<file path="config.mk">
export PLATFORM = sky130hd
export DESIGN_NAME = braille_rand_sched_flat
export DESIGN_NICKNAME = d
export VERILOG_FILES = /design/src/rtl/braille_rand_sched_if.sv /design/src/rtl/braille_rand_sched.sv /design/src/flat_wrapper.sv
export SDC_FILE = /design/constraint.sdc
export NUM_CORES = 1
export LEC_CHECK = 0
export ABC_CLOCK_PERIOD_IN_PS = 3200
export BUFFER_PORTS_ARGS = -buffer_cell sky130_fd_sc_hd__buf_4
export CAP_MARGIN = 20
export CORE_AREA = 2 2 50 52
export CTS_CLUSTER_SIZE = 25
export DETAILED_ROUTE_END_ITERATION = 6
export DIE_AREA = 0 0 52 54
export PLACE_DENSITY = 0.9
export SYNTH_ARGS = -nofsm -noshare
export SYNTH_HDL_FRONTEND = slang
export SYNTH_SLANG_ARGS = --single-unit
</file>
<file path="constraint.sdc">
create_clock -name clk -period 3.2 [get_ports clk]
set_input_delay 0.32 -clock clk [delete_from_list [all_inputs] [get_ports clk]]
set_output_delay 0.32 -clock clk [all_outputs]
set_load 0.03 [all_outputs]
</file>
<file path="src/rtl/braille_rand_sched_if.sv">
// rtl/braille_rand_sched_if.sv - requester and LFSR signal bundle for braille_rand_sched
// Purpose: groups the request/acknowledge handshake and the LFSR hookup so the
// scheduler (slave) and the requester/LFSR side (master) share one port.
// Signals (direction as seen by the slave):
//   req         in   2      level request per requester, held until its ack
//   lfsr_q      in   16     LFSR state word
//   lfsr_start  out  1      LFSR run enable
//   ack         out  2      one-cycle grant/data-valid pulse per requester
//   rand_val    out  SYM_W  symbol index, valid while any ack bit is high
//   busy        out  1      warmup or draw in progress
interface braille_rand_sched_if #(
  parameter int SYM_W = 5
);
  logic [1:0]       req;
  logic [15:0]      lfsr_q;
  logic             lfsr_start;
  logic [1:0]       ack;
  logic [SYM_W-1:0] rand_val;
  logic             busy;

  modport master (
    output req,
    output lfsr_q,
    input  lfsr_start,
    input  ack,
    input  rand_val,
    input  busy
  );

  modport slave (
    input  req,
    input  lfsr_q,
    output lfsr_start,
    output ack,
    output rand_val,
    output busy
  );
endinterface

</file>
<file path="src/rtl/braille_rand_sched.sv">
// rtl/braille_rand_sched.sv - shares one 16-bit LFSR between two requesters, returns uniform symbol indices
// Purpose: owns the LFSR start enable, warms the sequence up on first use,
// arbitrates round-robin between the prompt generator (0) and dot shuffler (1)
// and reduces the LFSR word to [0, NUM_SYMBOLS-1] by rejection sampling.
// Ports:
//   clk   in  system clock, rising edge
//   rst   in  asynchronous active-low reset
//   bus   braille_rand_sched_if.slave (req, lfsr_q in; lfsr_start, ack, rand_val, busy out)
// Optional feature macro: BRAILLE_RAND_NOREPEAT_EN - rejects a sample equal to the
// value last delivered to the same requester.
module braille_rand_sched #(
  parameter int NUM_SYMBOLS = 26,
  parameter int SYM_W       = 5,
  parameter int WARMUP_CYC  = 16,
  parameter int MAX_TRY     = 8
) (
  input  logic                clk,
  input  logic                rst,
  braille_rand_sched_if.slave bus
);

  typedef enum logic [1:0] {IDLE, WARMUP, READY, DRAW} state_t;

  localparam logic [SYM_W:0] NUM_SYM   = (SYM_W+1)'(NUM_SYMBOLS);
  localparam logic [SYM_W:0] ONE_SYM   = (SYM_W+1)'(1);
  localparam logic [7:0]     WARM_LAST = 8'(WARMUP_CYC - 1);
  localparam logic [3:0]     TRY_LAST  = 4'(MAX_TRY - 1);

  state_t           state_q, state_d;
  logic [7:0]       warm_cnt_q, warm_cnt_d;
  logic [3:0]       tries_q, tries_d;
  logic             owner_q, owner_d;
  logic             last_q, last_d;
  logic             start_q, start_d;
  logic             busy_q, busy_d;
  logic [1:0]       ack_q, ack_d;
  logic [SYM_W-1:0] rand_val_q, rand_val_d;

  // One extra bit so NUM_SYMBOLS == 2^SYM_W and the history "no match" value fit.
  logic [SYM_W:0]   samp;
  logic [SYM_W:0]   fold_val;
  logic [SYM_W:0]   pick;
  logic             in_range;
  logic             accept_ok;
  logic [1:0]       req_m;

`ifdef BRAILLE_RAND_NOREPEAT_EN
  logic [1:0][SYM_W:0] hist_q, hist_d;
`endif

  always_comb begin
    state_d    = state_q;
    warm_cnt_d = warm_cnt_q;
    tries_d    = tries_q;
    owner_d    = owner_q;
    last_d     = last_q;
    start_d    = start_q;
    rand_val_d = rand_val_q;
    ack_d      = 2'b00;

    // A requester being acked this cycle may still be lowering req.
    req_m    = bus.req & ~ack_q;
    samp     = {1'b0, bus.lfsr_q[SYM_W-1:0]};
    in_range = samp < NUM_SYM;
    fold_val = in_range ? samp : samp - NUM_SYM;

`ifdef BRAILLE_RAND_NOREPEAT_EN
    hist_d    = hist_q;
    accept_ok = in_range && (samp != hist_q[owner_q]);
    if (fold_val == hist_q[owner_q]) begin
      fold_val = (fold_val == NUM_SYM - ONE_SYM) ? '0 : fold_val + ONE_SYM;
    end
`else
    accept_ok = in_range;
`endif

    pick = accept_ok ? samp : fold_val;

    case (state_q)
      IDLE: begin
        if (|bus.req) begin
          state_d    = WARMUP;
          warm_cnt_d = '0;
          start_d    = 1'b1;
        end
      end
      WARMUP: begin
        if (warm_cnt_q == WARM_LAST) begin
          state_d = READY;
        end else begin
          warm_cnt_d = warm_cnt_q + 8'd1;
        end
      end
      READY: begin
        if (|req_m) begin
          owner_d = (req_m == 2'b11) ? ~last_q : req_m[1];
          tries_d = '0;
          state_d = DRAW;
        end
      end
      DRAW: begin
        if (accept_ok || (tries_q >= TRY_LAST)) begin
          rand_val_d     = pick[SYM_W-1:0];
          ack_d[owner_q] = 1'b1;
          last_d         = owner_q;
          state_d        = READY;
`ifdef BRAILLE_RAND_NOREPEAT_EN
          hist_d[owner_q] = pick;
`endif
        end else begin
          tries_d = tries_q + 4'd1;
        end
      end
      default: state_d = IDLE;
    endcase

    busy_d = (state_d == WARMUP) || (state_d == DRAW);
  end

  always_ff @(posedge clk or negedge rst) begin
    if (!rst) begin
      state_q    <= IDLE;
      warm_cnt_q <= '0;
      tries_q    <= '0;
      owner_q    <= 1'b0;
      last_q     <= 1'b1;
      start_q    <= 1'b0;
      busy_q     <= 1'b0;
      ack_q      <= 2'b00;
      rand_val_q <= '0;
`ifdef BRAILLE_RAND_NOREPEAT_EN
      hist_q     <= {2{NUM_SYM}};
`endif
    end else begin
      state_q    <= state_d;
      warm_cnt_q <= warm_cnt_d;
      tries_q    <= tries_d;
      owner_q    <= owner_d;
      last_q     <= last_d;
      start_q    <= start_d;
      busy_q     <= busy_d;
      ack_q      <= ack_d;
      rand_val_q <= rand_val_d;
`ifdef BRAILLE_RAND_NOREPEAT_EN
      hist_q     <= hist_d;
`endif
    end
  end

  assign bus.lfsr_start = start_q;
  assign bus.busy       = busy_q;
  assign bus.ack        = ack_q;
  assign bus.rand_val   = rand_val_q;

  logic unused_bits;
  assign unused_bits = ^{bus.lfsr_q[15:SYM_W], pick[SYM_W]};

endmodule

</file>
<file path="src/flat_wrapper.sv">
// flat-port wrapper written by rule: the top's interface ports become plain ports
module braille_rand_sched_flat 
#(
  parameter int NUM_SYMBOLS = 26,
  parameter int SYM_W       = 5,
  parameter int WARMUP_CYC  = 16,
  parameter int MAX_TRY     = 8
)
  (clk, rst, bus_req, bus_lfsr_q, bus_lfsr_start, bus_ack, bus_rand_val, bus_busy);
  braille_rand_sched_if #(.SYM_W(SYM_W)) bus_i ();
  input  logic clk;
  input  logic rst;
  input wire logic [$bits(bus_i.req)-1:0] bus_req;
  input wire logic [$bits(bus_i.lfsr_q)-1:0] bus_lfsr_q;
  output wire logic [$bits(bus_i.lfsr_start)-1:0] bus_lfsr_start;
  output wire logic [$bits(bus_i.ack)-1:0] bus_ack;
  output wire logic [$bits(bus_i.rand_val)-1:0] bus_rand_val;
  output wire logic [$bits(bus_i.busy)-1:0] bus_busy;
  assign bus_i.req = bus_req;
  assign bus_i.lfsr_q = bus_lfsr_q;
  assign bus_lfsr_start = bus_i.lfsr_start;
  assign bus_ack = bus_i.ack;
  assign bus_rand_val = bus_i.rand_val;
  assign bus_busy = bus_i.busy;
  braille_rand_sched #(.NUM_SYMBOLS(NUM_SYMBOLS), .SYM_W(SYM_W), .WARMUP_CYC(WARMUP_CYC), .MAX_TRY(MAX_TRY)) u_core (.clk(clk), .rst(rst), .bus(bus_i));
endmodule
</file>
# Word level (Yosys, flattened, before mapping)
# Index checks and enable logic that the tools add are counted.
# W data, S select, Z words.
[op_classes] n_lt_le_gt_ge=4 mux=17 bitwise=3 eq_ne=11 reduce_logical=13 addsub=3
[ops] op="$mux W8" count=2
[ops] op="$pmux W8 S2" count=1
[ops] op="$mux W2" count=6
[ops] op="$add A8 B1 Y8 const B" count=1
[ops] op="$eq A2 B2 Y1 const B" count=4
[ops] op="$eq A8 B4 Y1 const B" count=1
[ops] op="$mux W4" count=2
[ops] op="$pmux W2 S4" count=1
[ops] op="$pmux W4 S2" count=1
[ops] op="$reduce_and A2 Y1" count=3
[ops] op="$reduce_and A3 Y1" count=2
[ops] op="$lt A5 B5 Y1 const B" count=1
[ops] op="$mux W5" count=1
[ops] op="$sub A5 B5 Y5 const B" count=1
[ops] op="$add A4 B1 Y4 const B" count=1
[ops] op="$eq A2 B1 Y1 const B" count=2
[ops] op="$ge A4 B3 Y1 const B" count=1
[ops] op="$ne A2 B1 Y1 const B" count=2
[ops] op="$ne A2 B2 Y1 const B" count=2
[ops] op="$reduce_bool A2 Y1" count=2
[ops] op="$reduce_or A2 Y1" count=2
[ops] op="$and A2 B2 Y2" count=1
[ops] op="$logic_not A2 Y1" count=1
[ops] op="$logic_or A1 B1 Y1" count=2
[ops] op="other kinds (7)" count=8
[totals] reg_bits=25 elab_cells=60 inputBits=20 output_inout_bits=9

# Longest topological paths before layout
[depth] ltp_word=7 depth_mapped=7 ltp_nobuf=6

# Worst setup path after synthesis
# OpenSTA, ideal clock, no wires.
[synth_timing] path_kind="register -> register" from="reg u_core.tries_q[0]" to="reg u_core.tries_q[0]" slack_ps=1580 path_stages_with_launch=6 setup_time_ps=125 n_path_buf=0 t_required_ps=3075 synth_period_minus_slack_ps=1620 arrival_ps=1495 cell_sequence="dfrtp_1 -> ha_1 -> a21o_1 -> nor4b_4 -> nor2_1 -> mux2_2"
[synth_via] elab_chain_len=4 elab_cells_between_ends=7 cone_classes="add/sub (1); order compare (1); eq/ne (1); mux (2); reduce/logical (2)"
[synth_lines] item="start: declaration" line_no="braille_rand_sched.sv:31" rtl="logic [3:0] tries_q, tries_d;"
[synth_lines] item="start signal: assignment" line_no="braille_rand_sched.sv:137" rtl="tries_q <= tries_d;"
[synth_lines] item="$ge A4 B3 Y1" line_no="braille_rand_sched.sv:102" rtl="if (accept_ok || (tries_q >= TRY_LAST)) begin"
[synth_lines] item="$logic_or A1 B1 Y1" line_no="braille_rand_sched.sv:102"
[synth_lines] item="$ne A2 B2 Y1 (no source line)"
[synth_lines] item="$reduce_and A3 Y1 (no source line)"
# Several ways; a longest one is shown, not always the timed one. The select of a mux whose other input is x is not followed.
# A chain may end at the register's enable or synchronous reset.

# Final worst setup path
# Same ends and word-level chain as after synthesis.

==> impl_metrics.ini <==
[routing]
viasPerCell = 5.36
vias = 853
drc = 0
postRouteAntennaNets = 0
wl_per_cell_um = 13.3
dr.pass1.iters = 4
drt_iter0_markers = 10
wirelength_um = 2120

[power]
leakage_uw = 0.000672
max-vdd-ir-drop_mv = 0.787
pwr_density_cell_mw_per_mm2 = 820

[yosys]
synth-edff-count = 0
synth_area_leaders = dfrtp_1 51%, nor2_1 4.1%, ha_1 3.2%
synth_top_area_share_pct = 50.7
syn-cell-area_mm2 = 0.00118
syn_avg_cell_area_um2 = 11.0
synthDistinctLibCells = 37
netlist.top_cell.by_area = dfrtp_1
ys_warn_count = 0
synth-main-ff-cell = dfrtp_1
ys_async_sr_fraction_pct = 100
synth_fp_nets = 131
syn_inst = 108
ys_seq_elements = 25
ys_seq_area_share_pct = 52.9

[timing]
rsz0062_at_grt = no
fin_setup_tns_ps = 0
setup_viol = 0
timing.fmax_mhz = 566
drv_slew = 0
worst_slack_ps = 1430
report.final.hold_viol_count = 0
period_needed_ps = 1770
relSlewSlack_pct = 78.4
finClkSkew_ps = 4.20
period_share_pct = 55.3
holdWs_ps = 208
worst-slew-pin-transition_ps = 323

[global_route]
track_usage_pct = 17.9
antenna_found_initial = 0
grt.overflow.total = 0
grt_pass1_vias = 860
grt_max_degree = 26
grt_pass1_wl_um = 3700

[floorplan]
coreArea_mm2 = 0.00232
die_h_um = 54
rows = 18
initial_core_util_pct = 51.1
fp.dieArea_mm2 = 0.00281
ioPinCount = 29
die_w_um = 52

[worst_setup_path]
crit_arrival_ps = 1990
crit_fanout = 5
critPathTopFamily = simple AND/OR/NAND/NOR gates
worst_r2r_endpoint = u_core.tries_q[0]$_DFFE_PN0P_
end_kind = flip-flop
crit_type = flip-flop to flip-flop
reg2regPathDepth = 5
cp-start-kind = flip-flop
worstReg2RegStart = u_core.tries_q[0]$_DFFE_PN0P_
reg2reg_setup_slack_ps = 1430
crit_required_ps = 3420
cp_slowest_cell = dfrtp_1
slowest_delay_ps = 430
crit_chain = ha_1, a21o_1, nor4b_4, nor2_1, mux2_2
crit_buf_inv = 0

[clocking]
clockRootBuffer = clkbuf_4
cts.clk_slew.worst_paths_ps = 130
clock_latency_ps = 320
clk_path_buf_depth = 2
cts_tree = built
cts_setup_buffers = 0
htreeDepth = 1
cts.sinks = 25
cts_inserted_buffers = 3

[layout]
diodes = 0
layout-drive-gt1-share_pct = 20.9
postLayoutCoreUtil_pct = 59.6
multi_input_area_um2 = 538
area_delta_synth_final_pct = 16.7
fin_nets = 153
sequential_cell_area_um2 = 627
n_fill_cell = 193
final_cell_mix = 24 x dfrtp_1, 17 x buf_4, 13 x nor2_1
final_common_cell = dfrtp_1

[place]
gp_congestion = 0.778
port_buffers = 17
dp_hpwl_um = 1570
pre_cts_ws_ps = 1430

[worst_hold_path]
hold_depth = 2
hp-start = bus_lfsr_q[0]
hold_path.class = input pin to flip-flop
whs_endpoint = u_core.bus.rand_val[0]$_DFFE_PN0P_

[run]
drv_cap = 0

[run_status]
status = finished, final reports clean
==> worst max path at each step <==
| stage | from | to | slack (ps) | cells after the start |
|---|---|---|---|---|
| final | u_core.tries_q[0]$_DFFE_PN0P_ | u_core.tries_q[0]$_DFFE_PN0P_ | 1430 | 5 |
| after global routing | u_core.tries_q[0]$_DFFE_PN0P_ | u_core.tries_q[0]$_DFFE_PN0P_ | 1330 | 5 |
| after CTS | u_core.tries_q[0]$_DFFE_PN0P_ | u_core.tries_q[0]$_DFFE_PN0P_ | 1430 | 5 |
| after detailed placement | bus_lfsr_q[1] | u_core.bus.rand_val[2]$_DFFE_PN0P_ | 1430 | 6 |
| after global placement | bus_lfsr_q[1] | u_core.bus.rand_val[2]$_DFFE_PN0P_ | 1480 | 6 |
| after floorplan | u_core.tries_q[0]$_DFFE_PN0P_ | u_core.tries_q[0]$_DFFE_PN0P_ | 1580 | 5 |
==> synthesized netlist by cell type, drive strengths merged (2+ instances only) <==
| master | number |
|---|---|
| dfrtp | 24 |
| nor2 | 13 |
| nand2 | 8 |
| a21oi | 7 |
| mux2 | 5 |
| nand2b | 5 |
| nor3 | 5 |
| inv | 4 |
| o21ai | 4 |
| ha | 3 |
| nor2b | 3 |
| xnor2 | 3 |
| a21o | 2 |
| nand3 | 2 |
==> per-stage QoR <==
| stage | power [uW] | instance area (um2) | instances |
|---|---|---|---|
| final | 1130 | 1380 | 159 |
| after global routing | 1210 | 1380 | 159 |
| after floorplan | 840 | 1180 | 108 |
| after detailed placement | 998 | 1350 | 154 |
| after CTS | 1140 | 1380 | 159 |
| after global placement | 971 | 1350 | 154 |
==> where the power goes <==
part	leakage, uW	switching [uW]	internal [uW]	total, uW
registers	0.000312	97.8	427	525
logic	0.000343	270	201	471
clock network	0.0000177	91.3	46.8	138
==> area by class of cell <==
type,count,share of cell area [%]
clock buffers,3,1.63
well taps,30,2.71
repair buffers,18,9.95
inverters,4,1.09
flip-flops and latches,25,45.3
clock inverters,1,0.362
multi-input cells,78,38.9
==> state kept, by name, indices dropped and copies added, names as in the netlist <==
register / flops
u_core.last_q: 1
u_core.tries_q: 4
u_core.state_q: 2
u_core.bus.ack: 2
u_core.owner_q: 1
u_core.bus.busy: 1
u_core.warm_cnt_q: 8
u_core.bus.lfsr_start: 1
u_core.bus.rand_val: 5
==> metal layers <==
| layer | GRT usage, % | routed length (um) | up-vias |
|---|---|---|---|
| li1 | - | - | 428 |
| met1 | 19.7 | 912 | 407 |
| met2 | 33.8 | 1100 | 16 |
| met3 | 5.28 | 95 | 2 |
| met4 | 3.95 | 8 | 0 |
| met5 | 0 | 0 | - |
==> timing repair <==
action / 4_1_cts / 5_1_grt
resized for setup: 0 / 0
hold buffers: 1 / 0
hold endpoints to repair: 24 / 0
==> cells by family (layout without fill, tap and decap cells) <==
kind of cell	Yosys count	after routing	share of synthesized area [%]
and+or+nand+nor	44	44	21.8
DFF	25	25	52.9
adders and majority gates	3	3	3.17
xor gates and xnor gates	4	4	2.96
buffers and inverters	5	26	1.69
muxes	6	6	5.60
AOI/OAI and AO/OA	21	21	11.9
No activity file was read; power rests on OpenSTA's default activity.
